==> src/rtl/cmp_rgb_led_ctrl_pkg.sv <==
// Shared types and the LED mapping for the RGB status comparator.
package cmp_led_pkg;

  // IDLE: no result yet | CMP: operands latched | HOLD: result held
  typedef enum logic [1:0] {
    IDLE = 2'd0,
    CMP  = 2'd1,
    HOLD = 2'd2
  } state_t;

  typedef struct packed {
    logic gt;
    logic eq;
    logic lt;
  } cmp_res_t;

  // Base LED colours {red, green, blue}; dark until a first result exists.
  function automatic logic [2:0] led_map(input cmp_res_t res, input logic valid);
    logic [2:0] rgb;
    rgb[2] = res.gt | res.eq;
    rgb[1] = res.lt | res.eq;
    rgb[0] = ~res.eq;
    return valid ? rgb : 3'b000;
  endfunction

endpackage

==> src/rtl/cmp_rgb_led_ctrl_pwm.sv <==
// PWM dimmer: free-running counter, period-aligned duty capture, 3-channel gate.
module rgb_pwm_gen #(
  parameter int PWM_BITS = 4
) (
  input  logic                clk,
  input  logic                rst_n,
  input  logic [PWM_BITS-1:0] duty,
  input  logic [2:0]          base,
  output logic [2:0]          led
);

  logic [PWM_BITS-1:0] cnt_q;
  logic [PWM_BITS-1:0] duty_q;
  logic [PWM_BITS-1:0] duty_d;
  logic [2:0]          led_q;
  logic                pwm_on;

  // Duty is only sampled at the start of a period so a period is never cut short.
  assign duty_d = (cnt_q == '0) ? duty : duty_q;
  assign pwm_on = (cnt_q < duty_q);

  // Counter wraps naturally at 2**PWM_BITS; duty register follows its capture rule.
  always_ff @(posedge clk or negedge rst_n) begin
    if (!rst_n) begin
      cnt_q  <= '0;
      duty_q <= '0;
    end else begin
      cnt_q  <= cnt_q + 1'b1;
      duty_q <= duty_d;
    end
  end

  // Registered LED drives keep the pins glitch-free.
  always_ff @(posedge clk or negedge rst_n) begin
    if (!rst_n) begin
      led_q <= 3'b000;
    end else begin
      led_q <= base & {3{pwm_on}};
    end
  end

  assign led = led_q;

endmodule

==> src/rtl/cmp_rgb_led_ctrl.sv <==
// Registered signed/unsigned magnitude comparator with PWM-dimmed RGB status LED.
module cmp_rgb_led_ctrl
  import cmp_led_pkg::*;
#(
  parameter int WIDTH    = 8,
  parameter int PWM_BITS = 4
) (
  input  logic                clk,
  input  logic                rst_n,
  input  logic                in_valid,
  output logic                in_ready,
  input  logic [WIDTH-1:0]    a,
  input  logic [WIDTH-1:0]    b,
  input  logic                signed_mode,
  input  logic [PWM_BITS-1:0] duty,
  output logic                res_valid,
  output logic                gt,
  output logic                eq,
  output logic                lt,
  output logic                red,
  output logic                green,
  output logic                blue
);

  state_t           state_q, state_d;
  logic [WIDTH-1:0] a_q, b_q;
  logic             sm_q;
  cmp_res_t         res_q, res_d;
  logic             has_res_q;
  logic             res_valid_q;
  logic             accept;
  logic [WIDTH:0]   a_ext, b_ext, diff;
  logic [2:0]       base;
  logic [2:0]       led;

  assign in_ready = (state_q != CMP);
  assign accept   = in_valid && in_ready;

  // Next-state logic: one compare cycle per accepted pair, then hold the result.
  always_comb begin
    state_d = state_q;
    unique case (state_q)
      IDLE, HOLD: if (accept) state_d = CMP;
      CMP:        state_d = HOLD;
      default:    state_d = IDLE;
    endcase
  end

  // State register.
  always_ff @(posedge clk or negedge rst_n) begin
    if (!rst_n) begin
      state_q <= IDLE;
    end else begin
      state_q <= state_d;
    end
  end

  // Operand capture on accept; nothing presented during CMP is sampled.
  always_ff @(posedge clk or negedge rst_n) begin
    if (!rst_n) begin
      a_q  <= '0;
      b_q  <= '0;
      sm_q <= 1'b0;
    end else if (accept) begin
      a_q  <= a;
      b_q  <= b;
      sm_q <= signed_mode;
    end
  end

  // One extra bit makes the difference of two extended operands overflow-free,
  // so its MSB is the true sign for both signed and unsigned compares.
  always_comb begin
    a_ext    = sm_q ? {a_q[WIDTH-1], a_q} : {1'b0, a_q};
    b_ext    = sm_q ? {b_q[WIDTH-1], b_q} : {1'b0, b_q};
    diff     = a_ext - b_ext;
    res_d.eq = (diff == '0);
    res_d.lt = diff[WIDTH];
    res_d.gt = ~diff[WIDTH] & (diff != '0);
  end

  // Flags update only when leaving CMP; res_valid pulses for exactly that cycle.
  always_ff @(posedge clk or negedge rst_n) begin
    if (!rst_n) begin
      res_q       <= '0;
      has_res_q   <= 1'b0;
      res_valid_q <= 1'b0;
    end else begin
      res_valid_q <= (state_q == CMP);
      if (state_q == CMP) begin
        res_q     <= res_d;
        has_res_q <= 1'b1;
      end
    end
  end

  assign res_valid = res_valid_q;
  assign gt        = res_q.gt;
  assign eq        = res_q.eq;
  assign lt        = res_q.lt;
  assign base      = led_map(res_q, has_res_q);

  rgb_pwm_gen #(
    .PWM_BITS(PWM_BITS)
  ) u_pwm (
    .clk  (clk),
    .rst_n(rst_n),
    .duty (duty),
    .base (base),
    .led  (led)
  );

  assign red   = led[2];
  assign green = led[1];
  assign blue  = led[0];

endmodule
==> config.mk <==
export PLATFORM = sky130hd
export DESIGN_NAME = cmp_rgb_led_ctrl
export DESIGN_NICKNAME = d
export VERILOG_FILES = /design/src/rtl/cmp_rgb_led_ctrl_pkg.sv /design/src/rtl/cmp_rgb_led_ctrl_pwm.sv /design/src/rtl/cmp_rgb_led_ctrl.sv
export SDC_FILE = /design/constraint.sdc
export NUM_CORES = 1
export LEC_CHECK = 0
export CORE_MARGIN = 2
export CORE_UTILIZATION = 46
export CTS_CLUSTER_DIAMETER = 40
export DETAILED_ROUTE_END_ITERATION = 7
export GPL_ROUTABILITY_DRIVEN = 0
export PLACE_DENSITY = 0.74
export SLEW_MARGIN = 20
export SYNTH_ARGS = -nofsm -noshare
export SYNTH_HDL_FRONTEND = slang
export SYNTH_SLANG_ARGS = --single-unit
==> constraint.sdc <==
create_clock -name clk -period 2.05 [get_ports clk]
set_input_delay 0.41 -clock clk [delete_from_list [all_inputs] [get_ports clk]]
set_output_delay 0.41 -clock clk [all_outputs]
set_load 0.1 [all_outputs]
==> out/qor.csv, run 1 <==
stage;metric;value;unit
run_status;outcome;completed;
finish;drive_gt1_share;23.4;%
timing;worstMarginPinSlew;0.437;ns
placement;place.port_buffers;31;
clock_network;clk_path_buf_depth;2;
timing;rsz0062_at_grt;yes;
finish;fill_cells;294;
hold_path;hold_class;reg -> reg;
critical_path;rr_endpoint;eq;
routing;wl;3090;um
timing;fmax;0.501;GHz
grt;grt_max_degree;36;
finish;regArea;876;um^2
power_and_ir_drop;p_per_area;1050;mW/mm^2
power_and_ir_drop;cell_internal_pwr;1.46;mW
critical_path;crit_arrival;2.21;ns
clock_network;cts_tree;yes;
yosys;syn-num-nets;194;
power_and_ir_drop;netSwitchingFraction;38.2;%
critical_path;end_kind;flop;
finish;area.growth.synth_to_final;30.0;%
timing;fin_crit_sh;97.4;%
grt;antenna_found_initial;0;
yosys;syn_inst;156;
timing;timing.slew.headroom;70.8;%
power_and_ir_drop;p_clk_share;22.5;%
placement;hpwlAfterDp;2290;um
floorplanning;die_w;65.5;um
yosys;yosys_warnings;0;
power_and_ir_drop;p_leak;1.04;nW
hold_path;worstHoldStart;state_q[0];
power_and_ir_drop;power.total;2.37;mW
routing;drc;0;
grt;grt_pass1_wl;5350;um
critical_path;crit_type;reg -> reg;
routing;vias;1178;
routing;antenna_left;0;
placement;pre_cts_ws;-0.0501;ns
power_and_ir_drop;pwr-share-comb;41.7;%
critical_path;worst_path_largest_cell_delay;0.38;ns
power_and_ir_drop;vdd_drop_max;0.460;mV
floorplanning;initial_core_util;47.6;%
finish;multi_input_area;836;um^2
finish;n_antenna_cell;0;
timing;final_max_slew_viol_count;0;
routing;routedWlPerCell;12.6;um
clock_network;path_clk_slew;0.07;ns
yosys;seq_area_frac_synth;50.3;%
critical_path;path_cells;ha_2, fa_2, nand2b_4, a21oi_4, xnor2_2, nand4_1, or3_1, o21ai_2;
floorplanning;fp-row-count;22;
critical_path;start_kind;flop;
critical_path;rr_startpoint;b_q[0];
timing;setup_tns;0;ns
timing;setup_viol;0;
critical_path;required;2.26;ns
routing;drt_iter0_markers;53;
clock_network;root_buffer;clkbuf_8;
yosys;synth_area;0.00174;mm^2
critical_path;reg2regPathDepth;8;
hold_path;hold_depth;1;
routing;first_pass_iters;4;
floorplanning;die_h;65.5;um
floorplanning;io_pins;32;
yosys;syn_avg_cell_area;11.2;um^2
grt;grt_usage;16.5;%
hold_path;hold_path_end;state_q[0];
floorplanning;core_area;0.00366;mm^2
clock_network;htreeDepth;2;
clock_network;clk_latency;0.28;ns
clock_network;cts.sinks;35;
critical_path;regToRegSetupSlack;0.05;ns
critical_path;cp_slowest_cell;dfrtp_1;
power_and_ir_drop;seq_power_share;35.8;%
timing;setup_ws;0.0524;ns
clock_network;cts_buffers;5;
critical_path;cp_max_fo;2;
finish;stdcell_count;245;
floorplanning;die-area;0.00429;mm^2
timing;final-hold-violation-count;0;
routing;viasPerCell;4.81;
yosys;ys_ff_latch;35;
yosys;synth_cell_type_count;30;
placement;dp_cells;237;
timing;timing.hold.ws;0.463;ns
timing;finClkSkew;0.00269;ns
power_and_ir_drop;p_switching;904;uW
grt;grt-ovfl-total;0;
run;drv_cap;0;
timing;min_period;2.00;ns
grt;grt_pass1_vias;1217;
finish;fin_nets;234;
==> how the worst max path moves through the flow <==
| stage | start | endpoint | slack (ns) |
|---|---|---|---|
| after floorplan | a_q[0] | eq | 0.06 |
| after global placement | a_q[0] | eq | 0.02 |
| after detailed placement | a_q[0] | eq | -0.05 |
| after CTS | a_q[0] | eq | 0.03 |
| after global routing | a_q[0] | eq | -0.05 |
| final | b_q[0] | eq | 0.05 |
==> final cells by class <==
class	count	share of cell area, %
well taps	48	2.65
clock buffers	8	4.42
multi-input cells	103	36.9
repair buffers	35	14.7
inverters	16	2.65
flip-flops and latches	35	38.7
==> placed cells by master (no fill, tap or decap), types with 5 or more instances in the layout <==
| cell type | instances |
|---|---|
| clkdlybuf4s50_1 | 23 |
| inv_1 | 16 |
| clkbuf_8 | 7 |
| o21ai_1 | 5 |
| buf_4 | 11 |
| nand2_1 | 11 |
| nor2_1 | 8 |
| mux2_2 | 18 |
| ha_1 | 11 |
| o21ai_0 | 5 |
| dfrtp_1 | 35 |
==> layer usage <==
metal,vias to the layer above,track usage [%],wire length [um]
li1,606,-,-
met1,540,20.1,1400
met2,27,28.2,1520
met3,5,3.60,111
met4,0,7.03,53
met5,-,0,0
==> sequential cells by signal, indices dropped and copies added (netlist names) <==
register      cells
lt                1
u_pwm.cnt_q       4
state_q           2
a_q               8
b_q               8
u_pwm.led         3
res_valid         1
sm_q              1
u_pwm.duty_q      4
gt                1
has_res_q         1
eq                1
==> worst max-delay path, delay by kind of cell (launching register included) <==
family / cells / cell delay (ns)
fa+ha+maj: 2 / 0.54
compound gates: 2 / 0.26
simple gates: 3 / 0.61
xor+xnor: 1 / 0.13
flops: 1 / 0.38
==> power groups by stage <==
stage | clock [mW] | combinational [mW] | sequential (mW)
2_1_floorplan | 0 | 0.402 | 1.15
3_3_place_gp | 0 | 0.901 | 0.856
3_5_place_dp | 0 | 0.919 | 0.863
4_1_cts | 0.551 | 0.948 | 0.850
5_1_grt | 0.578 | 1.06 | 0.862
6_report | 0.533 | 0.987 | 0.848
==> Yosys cell counts (all sizes together) <==
cell type,instances,area (um^2)
nand3,2,10.0
nor3,2,10.0
inv,16,60.1
a21boi,2,15.0
nor3b,1,7.51
o22ai,2,12.5
nor2b,2,12.5
nand2,11,41.3
o21a,4,30.0
mux2i,1,10.0
xnor2,3,26.3
xor2,4,35.0
a221oi,1,8.76
mux2,18,203
nand2b,4,25.0
ha,13,163
a31oi,1,6.26
dfrtp,35,876
or3,2,12.5
or2,1,6.26
buf,2,10.0
and3b,1,8.76
a21oi,5,25.0
nand4,1,6.26
fa,1,20.0
nor2,9,33.8
a2bb2oi,1,8.76
o21ai,11,58.8
==> repair_timing <==
action / in CTS / in global routing
setup endpoints to repair: 1 / 3
resized for setup: 4 / 9
pin swaps: 0 / 3
cloned: 0 / 0
hold buffers: 0 / 0
setup buffers: 0 / 0
==> kinds of logic after synthesis <==
group	Yosys count	share of synthesized area [%]
buffers and inverters	18	4.02
multiplexers	19	12.2
flip-flops	35	50.3
XOR/XNOR	7	3.52
adder cells (fa/ha/maj)	14	10.5
AO/OA/AOI/OAI	27	9.48
AND/OR/NAND/NOR	36	9.99
==> metrics by stage <==
stage,utilization (%),instance area (um^2)
after floorplan,-,1740
after global placement,58.0,2120
after detailed placement,58.0,2120
after CTS,61.2,2240
after global routing,61.9,2260
final,61.9,2260
No activity file was read; power rests on OpenSTA's default activity.
==> inputs of run 2 (changes only) <==
- PLACE_DENSITY: 0.74 -> 0.8
==> run 2 against run 1 <==
The flow now finishes with violations (setup timing). Design area increased by 0.94%. Flip-flop and latch count unchanged. Worst setup slack got worse by 0.054 ns. Via count increased by 6.3%. Count of clock-buffer cells in the layout decreased by 2. Global-route usage increased by 0.79 points. Sequential power increased by 0.7%. First-iteration DRC count decreased by 11%. Critical endpoint unchanged. Die area unchanged. Sequential share of layout area decreased by 0.36 points.
==> out/qor.csv, run 2 (synthesis results as in run 1) <==
stage;metric;value;unit;change
critical_path;cp_max_fo;2;;unchanged
run_status;violations;setup timing;;
timing;timing.slew.headroom;70.6;%;-0.24 points
finish;area.growth.synth_to_final;31.2;%;
floorplanning;core_area;0.00366;mm^2;unchanged
finish;top_regs;a_q: 8 flops, b_q: 8 flops;;
grt;antenna_found_initial;0;;unchanged
timing;rsz0062_at_grt;yes;;
critical_path;required;2.27;ns;about the same
clock_network;clk_latency;0.29;ns;about the same
power_and_ir_drop;netSwitchingFraction;38.2;%;about the same
critical_path;cp_slowest_cell;dfrtp_1;;
finish;mostFrequentLayoutCells;dfrtp_1 (35), clkdlybuf4s50_1 (23), mux2_2 (18);;
finish;layout_commonest_cell;dfrtp_1;;
routing;drt_iter0_markers;47;;-11%
timing;setup_viol;1;;+1
routing;first_pass_iters;4;;unchanged
critical_path;start_kind;flop;;
clock_network;cts.sinks;35;;unchanged
floorplanning;io_pins;32;;unchanged
timing;worstMarginPinSlew;0.441;ns;+0.00366 ns
finish;fin_util;62.4;%;+0.58 points
timing;min_period;2.05;ns;+0.0544 ns
finish;n_antenna_cell;0;;unchanged
power_and_ir_drop;vdd_drop_max;0.496;mV;+7.8%
timing;finClkSkew;0.00648;ns;+0.00379 ns
grt;grt_pass1_vias;1274;;+4.7%
placement;place.port_buffers;31;;unchanged
grt;grt-ovfl-total;0;;unchanged
power_and_ir_drop;seq_power_share;34.2;%;-1.6 points
floorplanning;fp-row-count;22;;unchanged
run;drv_cap;0;;unchanged
clock_network;cts_buffers;5;;unchanged
critical_path;critPathBufInv;0;;unchanged
timing;setup_ws;-0.00202;ns;-0.0544 ns
grt;grt_pass1_wl;5610;um;+4.9%
routing;vias;1252;;+6.3%
timing;fmax;0.487;GHz;-2.6%
timing;final_max_slew_viol_count;0;;unchanged
timing;setup_tns;-0.00202;ns;-0.00202 ns
power_and_ir_drop;p_switching;954;uW;+5.5%
grt;grt_max_degree;36;;unchanged
floorplanning;die_w;65.5;um;unchanged
routing;drc;0;;unchanged
finish;drive_gt1_share;24.4;%;+1.0 points
clock_network;htreeDepth;2;;unchanged
power_and_ir_drop;power.total;2.50;mW;+5.4%
critical_path;crit_arrival;2.28;ns;+0.07 ns
routing;routedWlPerCell;14.0;um;+11%
power_and_ir_drop;p_clk_share;25.6;%;+3.1 points
run_status;outcome;finished, violations left;;
timing;fin_crit_sh;100;%;+2.7 points
clock_network;cts_tree;yes;;
power_and_ir_drop;cell_internal_pwr;1.54;mW;+5.4%
floorplanning;die_h;65.5;um;unchanged
routing;viasPerCell;5.11;;+6.3%
routing;antenna_left;0;;unchanged
critical_path;crit_type;reg -> reg;;
finish;fin_nets;234;;unchanged
floorplanning;die-area;0.00429;mm^2;unchanged
timing;final-hold-violation-count;0;;unchanged
clock_network;clk_path_buf_depth;2;;unchanged
clock_network;path_clk_slew;0.07;ns;about the same
power_and_ir_drop;p_leak;1.04;nW;+0.38%
placement;hpwlAfterDp;2430;um;+6.0%
routing;wl;3430;um;+11%
critical_path;end_kind;flop;;
critical_path;path_cells;ha_4, fa_2, nand2b_4, a21oi_2, xnor2_1, nand4_1, or3_1, o21ai_2;;
floorplanning;initial_core_util;47.6;%;unchanged
clock_network;root_buffer;clkbuf_8;;
power_and_ir_drop;pwr-share-comb;40.2;%;-1.5 points
grt;grt_usage;17.3;%;+0.79 points
critical_path;cp_top_family;simple AND/OR/NAND/NOR gates;;
critical_path;worst_path_largest_cell_delay;0.41;ns;+0.03 ns
power_and_ir_drop;p_per_area;1090;mW/mm^2;+4.5%
hold_path;hold_class;reg -> reg;;
==> run 2: per-stage QoR <==
step                      instances  setup slack (ns)  hold slack [ns]  area [um^2]
after floorplan                 156            0.0563            0.114         1740
after global placement          236           -0.0184            0.438         2120
after detailed placement        236           -0.0924            0.450         2120
after CTS                       245          -0.00354            0.467         2260
after global routing            245           -0.0680            0.482         2290
final                           245          -0.00202            0.462         2290
==> run 2: path summary, 6_finish.rpt <==
kind,slack (ns),cells past startpoint,to,startpoint
max,-0.002,8,eq,b_q[0]
max in group asynchronous,1.20,2,u_pwm.duty_q[1],rst_n
min,0.46,1,state_q[0],state_q[0]
min in group asynchronous,0.54,2,res_valid,rst_n
max reg2reg,-0.002,8,eq,b_q[0]
min reg2reg,0.46,1,state_q[0],state_q[0]
==> run 2: repair_timing <==
action                                  4_1_cts  5_1_grt
buffers inserted                              1        0
endpoints found under the setup margin        3        2
resized for setup                             4        9
pin swaps                                     4        1
hold buffers                                  0        0
==> run 2: cell type report <==
type / instances / area, um^2
clock inverter: 2 / 35.0
sequential: 35 / 876
fill: 310 / 1380
multi-input combinational: 103 / 840
clock buffer: 6 / 82.6
tap: 48 / 60.1
timing repair buffer: 35 / 333
inverter: 16 / 60.1
==> run 2: worst reg2reg max path, stage by stage (launching register included) <==
cell	delay, ns
dfrtp_1	0.41
ha_4	0.17
fa_2	0.36
nand2b_4	0.17
a21oi_2	0.15
xnor2_1	0.15
nand4_1	0.13
or3_1	0.34
o21ai_2	0.11
==> run 2: routing by layer <==
metal | vias up | global-route usage (%) | part of all wire, %
met5 | - | 0 | 0
li1 | 608 | - | -
met1 | 606 | 20.2 | 41
met2 | 32 | 29.5 | 53
met4 | 0 | 8.07 | 1.6
met3 | 6 | 4.62 | 4.1
==> run 2: power by group through the flow <==
stage          Sequential, mW  Combinational (mW)  Clock, mW
3_3_place_gp            0.857               0.889          0
3_5_place_dp            0.867               0.921          0
5_1_grt                 0.866                1.06      0.684
2_1_floorplan            1.15               0.402          0
6_report                0.854                1.00      0.638
4_1_cts                 0.853               0.959      0.645
==> inputs of run 3 (changes only) <==
- CELL_PAD_IN_SITES_DETAIL_PLACEMENT: not set -> 0
- CELL_PAD_IN_SITES_GLOBAL_PLACEMENT: not set -> 1
- CORE_UTILIZATION: 46 -> 36
- CTS_CLUSTER_SIZE: not set -> 14
- SETUP_SLACK_MARGIN: not set -> 0.02
==> run 3 against run 2 <==
The flow now finishes without violations. Wire length down 12%. Flip-flop and latch count unchanged. Die area up 26%. Count of clock-buffer cells in the layout up 2. Sequential power down 0.6%. Global-route usage down 4.1 points. Fmax up 0.71%.
==> out/qor.csv, run 3 (synthesis results as in run 1) <==
stage;metric;value;unit;change
run_status;outcome;completed;;
clock_network;cts.sinks;35;;unchanged
placement;dp_cells;245;;+3.8%
clock_network;root_buffer;clkbuf_8;;
finish;area.growth.synth_to_final;30.5;%;
finish;stdcell_count;253;;+3.3%
power_and_ir_drop;pwr-share-comb;40.8;%;+0.6 points
floorplanning;io_pins;32;;unchanged
power_and_ir_drop;seq_power_share;36.0;%;+1.8 points
hold_path;worstHoldStart;state_q[0];;
clock_network;clk_latency;0.29;ns;about the same
finish;fin_util;48.4;%;-14 points
timing;fmax;0.491;GHz;+0.71%
finish;top_regs;a_q: 8 flops, b_q: 8 flops;;
floorplanning;die_h;73.6;um;+12%
grt;grt_pass1_vias;1187;;-6.8%
finish;fin_nets;236;;+0.85%
routing;wl_met3;133;um;-6.3%
timing;final_max_slew_viol_count;0;;unchanged
critical_path;crit_start;a_q[0];;
clock_network;cts-hold-fix-buffers;0;;unchanged
clock_network;cts_buffers;5;;unchanged
power_and_ir_drop;p_clk_share;23.3;%;-2.3 points
power_and_ir_drop;p_leak;1.04;nW;+0.24%
timing;min_period;2.04;ns;-0.0144 ns
grt;grt_pass1_wl;5330;um;-5.0%
routing;first_pass_iters;4;;unchanged
critical_path;required;2.27;ns;about the same
critical_path;start_kind;flop;;
power_and_ir_drop;p_per_area;1040;mW/mm^2;-4.8%
finish;layout_commonest_cell;dfrtp_1;;
timing;setup_ws;0.0124;ns;+0.0144 ns
grt;grt-ovfl-total;0;;unchanged
critical_path;crit_arrival;2.26;ns;-0.02 ns
floorplanning;initial_core_util;37.1;%;-10 points
power_and_ir_drop;cell_internal_pwr;1.45;mW;-5.7%
clock_network;cts_tree;yes;;
timing;finClkSkew;0.00416;ns;-0.00232 ns
grt;grt_usage;13.2;%;-4.1 points
timing;timing.slew.headroom;70.5;%;about the same
clock_network;path_clk_slew;0.07;ns;about the same
routing;top_layer;met4;;
clock_network;post-cts-setup-buffers;0;;-1
placement;place.port_buffers;31;;unchanged
routing;wl_met1;1490;um;+6.6%
critical_path;cp_max_fo;2;;unchanged
grt;grt_max_degree;36;;unchanged
timing;final-hold-violation-count;0;;unchanged
grt;antenna_found_initial;0;;unchanged
power_and_ir_drop;p_switching;908;uW;-4.8%
timing;rsz0062_at_grt;yes;;
power_and_ir_drop;vdd_drop_max;0.402;mV;-19%
routing;vias;1200;;-4.2%
run;drv_cap;0;;unchanged
routing;drt_iter0_markers;53;;+13%
power_and_ir_drop;netSwitchingFraction;38.5;%;+0.22 points
power_and_ir_drop;power.total;2.36;mW;-5.4%
timing;setup_viol;0;;-1
finish;drive_gt1_share;22.1;%;-2.3 points
routing;drc;0;;unchanged
placement;pre_cts_ws;-0.0639;ns;+0.0284 ns
hold_path;hold_class;reg -> reg;;
routing;wl;3030;um;-12%
floorplanning;fp-row-count;25;;+14%
timing;worstMarginPinSlew;0.442;ns;+0.000864 ns
finish;mostFrequentLayoutCells;dfrtp_1 (35), clkdlybuf4s50_1 (23), mux2_2 (18);;
routing;dr_wl_met2;1310;um;-28%
routing;antenna_left;0;;unchanged
clock_network;clk_path_buf_depth;2;;unchanged
routing;viasPerCell;4.74;;-7.2%
floorplanning;die_w;73.6;um;+12%
critical_path;end_kind;flop;;
critical_path;rr_startpoint;a_q[0];;
floorplanning;die-area;0.00541;mm^2;+26%
finish;fill_cells;462;;+49%
timing;fin_crit_sh;99.4;%;-0.70 points
routing;routedWlPerCell;12.0;um;-14%
placement;hpwlAfterDp;2180;um;-10%
clock_network;htreeDepth;2;;unchanged
floorplanning;core_area;0.00469;mm^2;+28%
critical_path;crit_type;reg -> reg;;
finish;n_antenna_cell;0;;unchanged
==> run 3: cell count changes in the layout (fill, tap and decap cells not counted), moves of 2 or more <==
cell | before | now
a21oi_2 | 3 | 1
buf_4 | 11 | 13
ha_1 | 11 | 13
o21ai_0 | 6 | 8
o21ai_1 | 4 | 2
==> run 3: what timing repair did <==
action,4_1_cts,5_1_grt
pin swaps,2,2
gates resized for setup,4,2
gates cloned,0,0
endpoints found under the setup margin,3,3
==> run 3: area by class of cell <==
class | instances | area (um^2) | share of cell area, %
Inverter | 16 | 60.1 | 2.64
Multi-Input combinational cell | 103 | 821 | 36.1
Sequential cell | 35 | 876 | 38.5
Clock buffer | 8 | 100 | 4.41
Tap cell | 54 | 67.6 | 2.97
Timing Repair Buffer | 37 | 348 | 15.3
==> run 3: power by group through the flow <==
stage / Combinational [mW] / Sequential (mW) / Clock, mW
detailed placement: 0.928 / 0.863 / 0
floorplan: 0.402 / 1.15 / 0
finish: 0.963 / 0.849 / 0.550
global placement: 0.925 / 0.861 / 0
CTS: 0.957 / 0.852 / 0.567
global route: 1.04 / 0.863 / 0.598
==> run 3: per-layer routing <==
metal / global-route usage, % / vias up
li1: - / 613
met1: 17.7 / 551
met4: 7.88 / 0
met5: 0 / -
met2: 19.3 / 29
met3: 3.02 / 7
==> run 3: final timing paths <==
kind / depth (start not counted) / end / slack [ns]
worst max-delay path: 9 / eq / 0.01
worst min-delay path: 1 / state_q[0] / 0.46
worst max register to register: 9 / eq / 0.01
worst min register to register: 1 / state_q[0] / 0.46
max in group asynchronous: 2 / has_res_q / 1.20
min in group asynchronous: 2 / b_q[2] / 0.53
==> run 3: per-stage QoR <==
stage / area, um^2 / hold WS (ns) / TNS (ns)
floorplan: 1740 / 0.114 / 0
global route: 2270 / 0.504 / -0.0941
CTS: 2260 / 0.459 / 0
finish: 2270 / 0.462 / 0
detailed placement: 2150 / 0.448 / -0.0791
global placement: 2150 / 0.443 / -0.0242
==> run 3: critical path: stages (launching register included) <==
cell and delay [ns]:
dfrtp_1 0.34, inv_1 0.04, ha_1 0.21, fa_2 0.36, xor2_1 0.18, nand3_1 0.11
a31oi_1 0.15, nand4_1 0.13, or3_1 0.33, o21ai_2 0.11
==> edit 1 (config.mk and constraints of run 1) <==
Re-encode `state_t` (3 states) as one-hot, 3 bits wide.
--- a/src/rtl/cmp_rgb_led_ctrl_pkg.sv
+++ b/src/rtl/cmp_rgb_led_ctrl_pkg.sv
@@ -2,10 +2,10 @@
 package cmp_led_pkg;
 
   // IDLE: no result yet | CMP: operands latched | HOLD: result held
-  typedef enum logic [1:0] {
-    IDLE = 2'd0,
-    CMP  = 2'd1,
-    HOLD = 2'd2
+  typedef enum logic [2:0] {
+    IDLE = 3'b001,
+    CMP  = 3'b010,
+    HOLD = 3'b100
   } state_t;
 
   typedef struct packed {
Behaviour: no difference found for any inputs over 10 cycles, from zero or initial values and one cycle with rst_n low; not proved beyond that.
==> edit 1 against run 1 <==
Power up 26%. Sequential cell count up 1. Worst setup slack worse by 0.49 ns. Non-clock buffer count up 5. Routed wire length up 10%. Cell count up 3.7%. Critical path depth down 1. Synthesized area up 3.8%. Sequential power up 17%. Cell area up 4.9%. Die area up 3.6%. Global-route usage up 0.95 points. The run now ends with negative setup slack left.
==> edit 1: results (changes against run 1) <==
[metrics] result of the run: finished, violations left
[metrics] violated checks: negative setup slack
[metrics] gate family responsible for the most delay along the worst path: compound AO/OA/AOI/OAI gates
[metrics] iteration count of the initial detailed-routing pass: 4 (unchanged)
[metrics] CTS clk-pin slew, worst paths: 0.07 ns (about the same)
[metrics] maximum number of pins on one net before global-route repair: 37 (+2.8%)
[metrics] via count of the first global-routing pass: 1,343 (+10%)
[metrics] TritonCTS buffer count: 5 (unchanged)
[metrics] detail-routed net length per standard cell: 13.4 um (+6.1%)
[metrics] Synth Warn #: 0 (unchanged)
[metrics] clock root buffer: sky130_fd_sc_hd__clkbuf_8
[metrics] Placement Setup Slack: -0.406 ns (-0.356 ns)
[metrics] largest registers: a_q x8, b_q x8
[metrics] sequential share of the synthesized area: 49.9% (-0.39 points)
[metrics] violation count after the first detailed-routing iteration: 68 (+28%)
[metrics] clock latency on the worst-skew pair: 0.29 ns
[metrics] worst vdd rail ir drop: 0.497 mV (+8.0%)
[metrics] number of standard cells in the layout, taps in and fillers out: 254 (+3.7%)
[metrics] DP Area: 2230 um^2 (+5.1%)
[metrics] crit-path max cell delay: 0.51 ns (+0.13 ns)
[metrics] wire length of the first global-routing pass: 5.71 mm (+6.8%)
[metrics] Tightest Pin Transition: 0.459 ns (+0.0218 ns)
[metrics] net count after synthesis: 198 (+2.1%)
[metrics] Global Route Usage Sum: 17.5% (+0.95 points)
[metrics] estimated wirelength of the detail-placed design: 2.56 mm (+12%)
[metrics] number of failing setup endpoints in the final timing report: 3 (+3)
[metrics] Static Leakage: 1.08 nW (+4.3%)
[metrics] commonest cells in the synthesized netlist: sky130_fd_sc_hd__dfrtp_1, sky130_fd_sc_hd__inv_1, sky130_fd_sc_hd__mux2_2
[metrics] CTS HTree Levels: 2 (unchanged)
[metrics] via density per instance: 5.16 (+7.3%)
[metrics] share of final-layout standard cells stronger than drive strength 1: 25.7% (+2.4 points)
[metrics] final worst clock skew: 0.00946 ns (+0.00677 ns)
[metrics] maximum count of clock buffers along a single path: 2 (unchanged)
[metrics] Slowest-stage cell, CP: sky130_fd_sc_hd__fa_2
[metrics] Max Fanout on Critical Path: 2 (unchanged)
[metrics] path type of the worst min-delay path: reg2reg
[metrics] Arr. time, crit path: 2.69 ns (+0.48 ns)
[metrics] async set or reset register ratio after synthesis: 100% (unchanged)
[metrics] cell count after synthesis: 160 (+2.6%)
[metrics] largest cells by area after synthesis: sky130_fd_sc_hd__dfrtp_1, sky130_fd_sc_hd__mux2_2, sky130_fd_sc_hd__ha_1
[metrics] # port buffers: 31 (unchanged)
[metrics] Yosys cell types: 35 (+17%)
[metrics] slack of the critical path: -0.433 ns (-0.486 ns)
[metrics] initial antenna violation count: 0 (unchanged)
[metrics] number of nets in the layout: 243 (+3.8%)
[metrics] count of inserted antenna diode cells: 0 (unchanged)
## edit 1: cell type report
cell class / instances / area [um^2]
multi-input combinational: 104 / 890
clock inverter: 1 / 5.00
inverter: 18 / 67.6
sequential: 36 / 902
timing repair buffer: 40 / 374
tap: 48 / 60.1
fill: 304 / 1340
clock buffer: 7 / 76.3
## edit 1: cell families after synthesis
family	share of synthesized area (%)
AO/OA/AOI/OAI	11.3
XOR/XNOR	3.39
adder cells (fa/ha/maj)	10.1
buffers and inverters	4.22
flip-flops	49.9
multiplexers	11.8
AND/OR/NAND/NOR	9.27
## edit 1: repair_timing
item	CTS	global route
setup buffers	0	2
setup endpoints to repair	3	3
pin swaps	2	3
resized for setup	1	7
## edit 1: through the flow
stage / hold slack [ns] / TNS, ns / util [%]
finish: 0.484 / -0.676 / 63.9
global route: 0.519 / -0.910 / 63.9
CTS: 0.494 / -0.634 / 62.4
detailed placement: 0.469 / -0.583 / 60.1
global placement: 0.447 / -0.401 / 60.1
floorplan: 0.114 / -0.244 / -
## edit 1: final timing paths
path                                   end  cells after the start  startpoint  slack (ns)
setup / recovery                        eq                      7      b_q[0]       -0.43
hold / removal                   has_res_q                      1   has_res_q        0.48
setup reg to reg                        eq                      7      b_q[0]       -0.43
hold reg to reg                  has_res_q                      1   has_res_q        0.48
max in group asynchronous       state_q[0]                      2       rst_n        1.16
min in group asynchronous  u_pwm.duty_q[0]                      2       rst_n        0.53
## edit 1: layer usage
| metal | vias up | routed length (um) | track usage, % |
|---|---|---|---|
| met5 | - | 0 | 0 |
| met1 | 631 | 1400 | 19.1 |
| li1 | 644 | - | - |
| met2 | 32 | 1790 | 31.5 |
| met3 | 4 | 164 | 5.24 |
| met4 | 0 | 38 | 6.63 |
## edit 1: worst register-to-register path: cells and delay by family (launching register included)
family,cells,cell delay [ns]
compound gates,3,0.80
fa+ha+maj,2,0.68
simple gates,2,0.52
flops,1,0.41
## edit 1: power by group
group	internal, mW	leakage [nW]	switching [mW]
sequential	0.880	0.427	0.112
clock	0.238	0.0422	0.245
combinational	0.580	0.612	0.931
total	1.70	1.08	1.29
==> edit 2 (config.mk and constraints of run 1) <==
Made on the original files. `PWM_BITS` is set to 4 in 2 places; all go to 5.
--- a/src/rtl/cmp_rgb_led_ctrl_pwm.sv
+++ b/src/rtl/cmp_rgb_led_ctrl_pwm.sv
@@ -1,6 +1,6 @@
 // PWM dimmer: free-running counter, period-aligned duty capture, 3-channel gate.
 module rgb_pwm_gen #(
-  parameter int PWM_BITS = 4
+  parameter int PWM_BITS = 5
 ) (
   input  logic                clk,
   input  logic                rst_n,
--- a/src/rtl/cmp_rgb_led_ctrl.sv
+++ b/src/rtl/cmp_rgb_led_ctrl.sv
@@ -3,7 +3,7 @@
   import cmp_led_pkg::*;
 #(
   parameter int WIDTH    = 8,
-  parameter int PWM_BITS = 4
+  parameter int PWM_BITS = 5
 ) (
   input  logic                clk,
   input  logic                rst_n,
Interface: changed (resized duty); port bits go from 32 to 33. The function was not compared with the original's and may differ.
==> edit 2 against run 1 <==
The run now ends with negative setup slack left. Highest routed layer unchanged. Power is 6.1% higher. Worst hold slack lost 0.0018 ns. Cell count is 8.2% higher. Routed wire length increased by 17%. Synthesized area is 8.3% higher. Worst setup slack got worse by 0.25 ns. Count of clock-buffer cells in the layout fell by 1. Clock skew grew 0.0033 ns. Synthesized cell count rose by 7.1%. Largest cell class unchanged. Sequential power is 3.7% higher. Largest power group unchanged. Sequential cell count increased by 2. Cell area rose by 9.7%.
==> edit 2: results (changes against run 1) <==
[metrics] result of the run: finished, violations left
[metrics] violated checks: negative setup slack
[metrics] commonest cells in the synthesized netlist: sky130_fd_sc_hd__dfrtp_1, sky130_fd_sc_hd__inv_1, sky130_fd_sc_hd__mux2_2
[metrics] number of cells after detailed placement: 256 (+8.0%)
[metrics] number of failing setup endpoints in the final timing report: 3 (+3)
[metrics] maximum number of pins on one net before global-route repair: 38 (+5.6%)
[metrics] number of standard cells in the layout, taps in and fillers out: 265 (+8.2%)
[metrics] Arr. time, crit path: 2.42 ns (+0.21 ns)
[metrics] violation count after the first detailed-routing iteration: 43 (-19%)
[metrics] Yosys cell types: 39 (+30%)
[metrics] synthesized-area fraction occupied by ao, oa, aoi and oai cells: 9.69% (+0.21 points)
[metrics] worst vdd rail ir drop: 0.541 mV (+18%)
[metrics] minimum setup slack among reg-to-reg paths: -0.20 ns (-0.25 ns)
[metrics] multiplexer area fraction after synthesis: 11.3% (-0.93 points)
[metrics] number of nets in the layout: 254 (+8.5%)
[metrics] number of vias after detailed routing: 1,377 (+17%)
[metrics] count of fill cells added during filler insertion: 301 (+2.4%)
[metrics] worst reg2reg path depth: 9 (+1)
[metrics] # port buffers: 32 (+3.2%)
[metrics] DP Area: 2320 um^2 (+9.3%)
[metrics] largest cells by area after synthesis: sky130_fd_sc_hd__dfrtp_1, sky130_fd_sc_hd__mux2_2, sky130_fd_sc_hd__ha_1
[metrics] slack of the critical path: -0.202 ns (-0.254 ns)
[metrics] Static Leakage: 1.15 nW (+11%)
[metrics] final worst clock skew: 0.00603 ns (+0.00334 ns)
[metrics] sequential share of the synthesized area: 49.1% (-1.2 points)
[metrics] internal power contribution: 1.61 mW (+10%)
[metrics] Slowest-stage cell, CP: sky130_fd_sc_hd__or4b_1
[metrics] share of final-layout standard cells stronger than drive strength 1: 24.2% (+0.84 points)
## edit 2: layout make-up
type | count | area (um^2) | share of cell area, %
clock buffer | 7 | 86.3 | 3.48
clock inverter | 1 | 30.0 | 1.21
inverter | 19 | 71.3 | 2.87
multi-input combinational | 108 | 908 | 36.6
sequential | 37 | 926 | 37.3
tap | 50 | 62.6 | 2.52
timing repair buffer | 43 | 399 | 16.1
## edit 2: cell families after synthesis
logic type,count (synthesis)
compound gates,26
buf+inv,22
simple gates,41
flops,37
fa+ha+maj,15
mux,19
xor+xnor,7
## edit 2: worst min-delay path by stage
| stage | to | slack (ns) |
|---|---|---|
| after floorplan | a_q[0] | 0.11 |
| after global placement | state_q[0] | 0.43 |
| after detailed placement | has_res_q | 0.45 |
| after CTS | state_q[0] | 0.46 |
| after global routing | state_q[0] | 0.49 |
| final | state_q[0] | 0.46 |
## edit 2: power by group through the flow
| stage | combinational [mW] | clock (mW) | sequential, mW |
|---|---|---|---|
| 2_1_floorplan | 0.424 | 0 | 1.12 |
| 3_3_place_gp | 0.892 | 0 | 0.888 |
| 3_5_place_dp | 0.919 | 0 | 0.893 |
| 4_1_cts | 0.960 | 0.658 | 0.879 |
| 5_1_grt | 1.07 | 0.700 | 0.890 |
| 6_report | 0.990 | 0.643 | 0.879 |
## edit 2: what timing repair did
item                                    CTS  global route
setup buffers                             1             0
gates resized for setup                   5             3
endpoints found under the setup margin    3             3
pin swaps                                 4             2
gates cloned                              0             0
hold buffers                              0             0
hold endpoints to repair                  0             0
## edit 2: metal layers
layer  GRT usage, %  share of wire [%]
met5              0                  0
met1           20.7                 44
met4           5.25                1.3
met3           5.76                6.3
met2           31.6                 48
## edit 2: metrics by stage
step	hold WS [ns]	setup TNS, ns	setup WS [ns]
3_3_place_gp	0.430	-0.163	-0.120
4_1_cts	0.462	-0.385	-0.195
6_report	0.461	-0.455	-0.202
2_1_floorplan	0.114	-0.0811	-0.0811
3_5_place_dp	0.449	-0.436	-0.204
5_1_grt	0.495	-0.778	-0.284
## edit 2: worst register-to-register path: stages, from the launching register on
cell and delay [ns]:
sky130_fd_sc_hd__dfrtp_1 0.38, sky130_fd_sc_hd__inv_1 0.06, sky130_fd_sc_hd__ha_2 0.19, sky130_fd_sc_hd__fa_2 0.21, sky130_fd_sc_hd__and2b_1 0.19, sky130_fd_sc_hd__o221a_1 0.23, sky130_fd_sc_hd__or4b_1 0.49, sky130_fd_sc_hd__o311ai_2 0.10
sky130_fd_sc_hd__a2111oi_2 0.08, sky130_fd_sc_hd__a31o_1 0.19
